`src/rtl/gps_srq_sched_pkg.sv`:
```
// Shared constants and FSM encoding for the GPS service-request scheduler.
package gps_srq_sched_pkg;

    localparam int unsigned NUM_CHANS = 12;
    localparam int unsigned SRQ_IDX_W = 4;

    typedef enum logic {
        StIdle  = 1'b0,
        StGrant = 1'b1
    } srq_state_t;

endpackage

```
`src/rtl/gps_srq_pick.sv`:
```
// Combinational picker: first eligible requester at or after start, wrapping modulo NREQ.
module gps_srq_pick
    import gps_srq_sched_pkg::*;
#(
    parameter int unsigned NREQ = NUM_CHANS + 1
) (
    input  logic [NREQ-1:0]      eligible,
    input  logic [SRQ_IDX_W-1:0] start,
    output logic [SRQ_IDX_W-1:0] winner,
    output logic                 any_valid
);

    logic [SRQ_IDX_W-1:0] cand;
    int                   pos;

    always_comb begin
        winner    = '0;
        any_valid = 1'b0;
        cand      = '0;
        pos       = 0;
        for (int k = 0; k < int'(NREQ); k++) begin
            pos  = (int'(start) + k) % int'(NREQ);
            cand = SRQ_IDX_W'(pos);
            if (!any_valid && eligible[cand]) begin
                any_valid = 1'b1;
                winner    = cand;
            end
        end
    end

endmodule

```
`src/rtl/gps_srq_sched.sv`:
```
// Service-request scheduler: latches demod epoch pulses and host request, grants one at a time.
// Define GPS_SRQ_RR_EN for round-robin arbitration; default is fixed lowest-index-first.
module gps_srq_sched
    import gps_srq_sched_pkg::*;
#(
    parameter int unsigned GPS_CHANS = NUM_CHANS,
    parameter int unsigned TMO_BITS  = 16
) (
    input  logic                 clk,
    input  logic                 rst_n,
    input  logic [GPS_CHANS-1:0] chan_srq,
    input  logic                 host_srq,
    input  logic                 wr_mask,
    input  logic [GPS_CHANS-1:0] mask_din,
    input  logic                 svc_ack,
    input  logic                 wr_flag_clr,
    output logic                 svc_valid,
    output logic [SRQ_IDX_W-1:0] svc_idx,
    output logic [GPS_CHANS:0]   pending,
    output logic [GPS_CHANS-1:0] ovr_flags,
    output logic                 tmo_flag
);

    localparam int unsigned          NREQ     = GPS_CHANS + 1;
    localparam logic [SRQ_IDX_W-1:0] HOST_IDX = SRQ_IDX_W'(GPS_CHANS);

    srq_state_t           state_q;
    logic [GPS_CHANS-1:0] chan_pend_q, chan_mask_q, ovr_q, clr_vec;
    logic                 host_pend_q, tmo_q, svc_valid_q;
    logic [SRQ_IDX_W-1:0] svc_idx_q, winner, start_idx;
    logic [TMO_BITS-1:0]  tmo_cnt_q, tmo_cnt_inc;
    logic [NREQ-1:0]      eligible;
    logic                 any_elig, tmo_hit, done;

    assign eligible    = {host_pend_q, chan_pend_q & chan_mask_q};
    assign tmo_cnt_inc = tmo_cnt_q + TMO_BITS'(1);
    assign tmo_hit     = (state_q == StGrant) && !svc_ack && (tmo_cnt_inc == '1);
    assign done        = (state_q == StGrant) && (svc_ack || tmo_hit);

    // Host bit is a registered level, so only channel bits are ever cleared.
    always_comb begin
        clr_vec = '0;
        for (int i = 0; i < int'(GPS_CHANS); i++) begin
            clr_vec[i] = done && (svc_idx_q == SRQ_IDX_W'(i));
        end
    end

`ifdef GPS_SRQ_RR_EN
    logic [SRQ_IDX_W-1:0] last_grant_q;

    assign start_idx = (last_grant_q == HOST_IDX) ? '0 : last_grant_q + SRQ_IDX_W'(1);

    always_ff @(posedge clk or negedge rst_n) begin
        if (!rst_n) begin
            last_grant_q <= HOST_IDX;
        end else if (state_q == StIdle && any_elig) begin
            last_grant_q <= winner;
        end
    end
`else
    assign start_idx = '0;
`endif

    gps_srq_pick #(
        .NREQ (NREQ)
    ) u_pick (
        .eligible  (eligible),
        .start     (start_idx),
        .winner    (winner),
        .any_valid (any_elig)
    );

    // A new epoch in the same cycle as its own clear is a fresh request, not an overrun.
    always_ff @(posedge clk or negedge rst_n) begin
        if (!rst_n) begin
            chan_pend_q <= '0;
            host_pend_q <= 1'b0;
            chan_mask_q <= '0;
            ovr_q       <= '0;
            tmo_q       <= 1'b0;
        end else begin
            chan_pend_q <= (chan_pend_q & ~clr_vec) | chan_srq;
            host_pend_q <= host_srq;
            ovr_q       <= (ovr_q & ~(wr_flag_clr ? mask_din : '0))
                         | (chan_srq & chan_pend_q & ~clr_vec);
            if (wr_mask) begin
                chan_mask_q <= mask_din;
            end
            if (tmo_hit) begin
                tmo_q <= 1'b1;
            end else if (wr_flag_clr && mask_din[0]) begin
                tmo_q <= 1'b0;
            end
        end
    end

    always_ff @(posedge clk or negedge rst_n) begin
        if (!rst_n) begin
            state_q     <= StIdle;
            svc_valid_q <= 1'b0;
            svc_idx_q   <= '0;
            tmo_cnt_q   <= '0;
        end else begin
            unique case (state_q)
                StIdle: begin
                    if (any_elig) begin
                        state_q     <= StGrant;
                        svc_valid_q <= 1'b1;
                        svc_idx_q   <= winner;
                        tmo_cnt_q   <= '0;
                    end
                end
                StGrant: begin
                    if (done) begin
                        state_q     <= StIdle;
                        svc_valid_q <= 1'b0;
                    end else begin
                        tmo_cnt_q <= tmo_cnt_inc;
                    end
                end
                default: begin
                    state_q     <= StIdle;
                    svc_valid_q <= 1'b0;
                end
            endcase
        end
    end

    assign svc_valid = svc_valid_q;
    assign svc_idx   = svc_idx_q;
    assign pending   = {host_pend_q, chan_pend_q};
    assign ovr_flags = ovr_q;
    assign tmo_flag  = tmo_q;

endmodule

```
`config.mk`:
```
export PLATFORM = sky130hd
export DESIGN_NAME = gps_srq_sched
export DESIGN_NICKNAME = d
export VERILOG_FILES = /design/src/rtl/gps_srq_sched_pkg.sv /design/src/rtl/gps_srq_pick.sv /design/src/rtl/gps_srq_sched.sv
export SDC_FILE = /design/constraint.sdc
export NUM_CORES = 1
export LEC_CHECK = 0
export BUFFER_PORTS_ARGS = -buffer_cell sky130_fd_sc_hd__clkbuf_2
export CAP_MARGIN = 5
export CORE_UTILIZATION = 41
export CTS_CLUSTER_DIAMETER = 80
export DETAILED_ROUTE_END_ITERATION = 7
export SETUP_SLACK_MARGIN = 0.02
export SYNTH_ARGS = -nofsm -noshare
export SYNTH_HDL_FRONTEND = slang
export SYNTH_SLANG_ARGS = --single-unit
```
`constraint.sdc`:
```
create_clock -name clk -period 3.3 [get_ports clk]
set_input_delay 0.33 -clock clk [delete_from_list [all_inputs] [get_ports clk]]
set_output_delay 0.33 -clock clk [all_outputs]
set_load 0.03 [all_outputs]
```
==> metrics.txt <==
RSZ-0062 raised after global routing=no; die area=about 0.0086 sq mm; CTS sink count=60; antenna-violating nets left=0; cell taking the most area after synthesis=dfrtp_1; P_int=0.001547 W; max frequency=approximately 0.34 GHz; Final Max Slew Viols=0; WL/cell=16.90 um; First-pass DRT Iterations=5; largest net degree at the start of global routing=30; DRC=0; WP data arrival=approximately 3200 ps; run status=finished clean; Skew-Pair Late Insertion Delay=340 ps; Setup WS pre-CTS=359.1 ps; Final Non-Filler Cells=527; crit-path leading delay family=simple AND/OR/NAND/NOR gates; post-route worst setup slack=approximately 340 ps; Initial Util=between 40% and 50%; Detailed Place HPWL=6.533 mm; Synth-to-Final Area Change=18.64%; hold crit path type=in2reg; synthesized flop and latch total=60; FP Rows=32; CP Launch Type=flip-flop; setup TNS=0 ps; RD Place Congestion=0.8712; Fin Clk Skew=roughly 9 ps; postcts setup bufs=0; Primary FF master, synth=dfrtp_1; vias in the first global route=~2800; Chip Width=93.01 um; slowest CP cell=or4_1; switching fraction of total power=a little over a third; cell area after synthesis=0.003396 sq mm; hold_buf cts=1; Min Clock Period, post-route=2965 ps; element type at the critical path end=flip-flop; Net Switching=0.0008857 W; Post-synth EDFFs=0; H-tree levels=3; Max Root-Sink Buffers=2; Final nets=452; Avg Cell Area, Syn=9.459 sq um; Comb pwr share=29.3%; antenna fix cells=0; Max-cap violations=0; antenna violations before repair=0; Slew HR=60.36%; ys async rst share=100.0%; DR iter-0 viols=249; crit share post-route=approximately nine tenths; sequential power share=38.2%; Power Dens Cells=603.8 mW/mm^2; CTS tree=done; Vias=3077; synth top area cells=dfrtp_1, nand2_1, o21ai_1; Syn. warnings=0; share of layout cells above drive strength 1=about a quarter; post_cts resized=0; register area share after synthesis=44.22%; top-area cell type share of the netlist area=44.22%; Peak VDD IR=0.2685 mV; post-route cell area=0.004029 sq mm; crit path buf inv count=0; actual slew at the worst max-slew pin=about 600 ps; kind of critical path=reg2reg; number of port buffers=60; Placed Instances=510; Max stage delay on crit path=approximately 630 ps; CTS root buf=clkbuf_8; Die Ht=93.01 um; Placed Area=about 0.0038 sq mm; Ports=61; highest-count cells in the layout ignoring fill and taps=dfrtp_1, clkbuf_2, nand2_1; critical-path cell list=ha_1 > nand3_2 > or3_1 > a221o_1 > or4_1 > a41oi_2 > o21ai_2; number of library cell types mapped by synthesis=60; clock share of power=between 30% and 40%; Static Leak=1.777 nW; Num CTS Buffers=9; first-pass GRT wire length=approximately 15 mm; global-route congestion overflow total=0; syn_nets=391; GRT Resource Usage Total=between 20% and 30%; Core ar.=~0.008 sq mm; total power=0.002432 W; routed vias/inst=5.839; Post-Synthesis Cells=about 360; final setup vio count=0; CP max FO=10; routed wire length=8.908 mm; critical path required time=about 3500 ps; Reg clk slew, reported paths=70 ps; Hold Violations, Final=0
==> synth_stat cells, types with 6 or more instances <==
cell,instances
a21oi_1,17
a32oi_1,13
buf_2,6
clkbuf_1,6
dfrtp_1,60
inv_1,12
mux2_2,12
nand2_1,50
nand3_1,21
nand4_1,6
nor2_1,10
nor2b_1,6
nor3_1,6
nor4_1,10
o21ai_0,11
o21ai_1,27
==> per-stage QoR <==
stage	hold WS, ps	util, %
after floorplan	34.41	-
after detailed placement	309.0	47.95
final	93.52	51.08
after CTS	76.69	51.08
after global placement	315.0	47.95
after global routing	81.20	51.08
==> power groups by stage <==
stage | clock [W] | combinational [W] | sequential [W]
after floorplan | 0 | 0.000393 | 0.00102
after global placement | 0 | 0.000704 | 0.000935
after detailed placement | 0 | 0.000715 | 0.000937
after CTS | 0.000807 | 0.000717 | 0.000925
after global routing | 0.000837 | 0.000786 | 0.000944
final | 0.000792 | 0.000712 | 0.000929
==> flip-flops by register name (all words and copies together) (netlist names) <==
signal / count
svc_idx: 4
tmo_flag: 1
state_q: 1
chan_pend_q: 12
tmo_cnt_q: 16
chan_mask_q: 12
svc_valid: 1
host_pend_q: 1
ovr_flags: 12
==> per-layer routing <==
metal,vias to the layer above,routed length (um),global-route usage (%)
met5,-,0,0
met3,9,465,4.390
met4,0,89,6.154
met2,92,3853,32.17
met1,1511,4500,33.18
li1,1465,-,-
==> final cells by class <==
class | instances | area (sq um)
Clock buffer | 13 | 168.9
Fill cell | 749 | 3859
Clock inverter | 3 | 67.56
Multi-Input combinational cell | 270 | 1767
Inverter | 13 | 48.80
Timing Repair Buffer | 66 | 347.8
Sequential cell | 60 | 1501
Tap cell | 102 | 127.6
==> path summary, 6_finish.rpt <==
path	depth (start not counted)	slack (ps)	start	endpoint
max	7	340	tmo_cnt_q[0]$_DFFE_PN0P_	tmo_cnt_q[4]$_DFFE_PN0P_
min in group asynchronous	2	480	rst_n	chan_pend_q[2]$_DFF_PN0_
min	1	90	host_srq	host_pend_q$_DFF_PN0_
max in group asynchronous	3	2050	rst_n	ovr_flags[9]$_DFF_PN0_
max reg2reg	7	340	tmo_cnt_q[0]$_DFFE_PN0P_	tmo_cnt_q[4]$_DFFE_PN0P_
min reg2reg	2	500	tmo_flag$_DFFE_PN0P_	tmo_flag$_DFFE_PN0P_
==> logic make-up (layout without fill, tap and decap cells) <==
logic type | after synthesis | in the layout | synth area share (%)
buffers and inverters | 29 | 95 | 3.758
multiplexers | 14 | 14 | 4.569
AO/OA/AOI/OAI | 110 | 110 | 22.03
flip-flops | 60 | 60 | 44.22
XOR/XNOR | 2 | 2 | 0.5159
adder cells (fa/ha/maj) | 2 | 2 | 0.7368
AND/OR/NAND/NOR | 142 | 142 | 24.17
(Power assumes the default switching activity.)
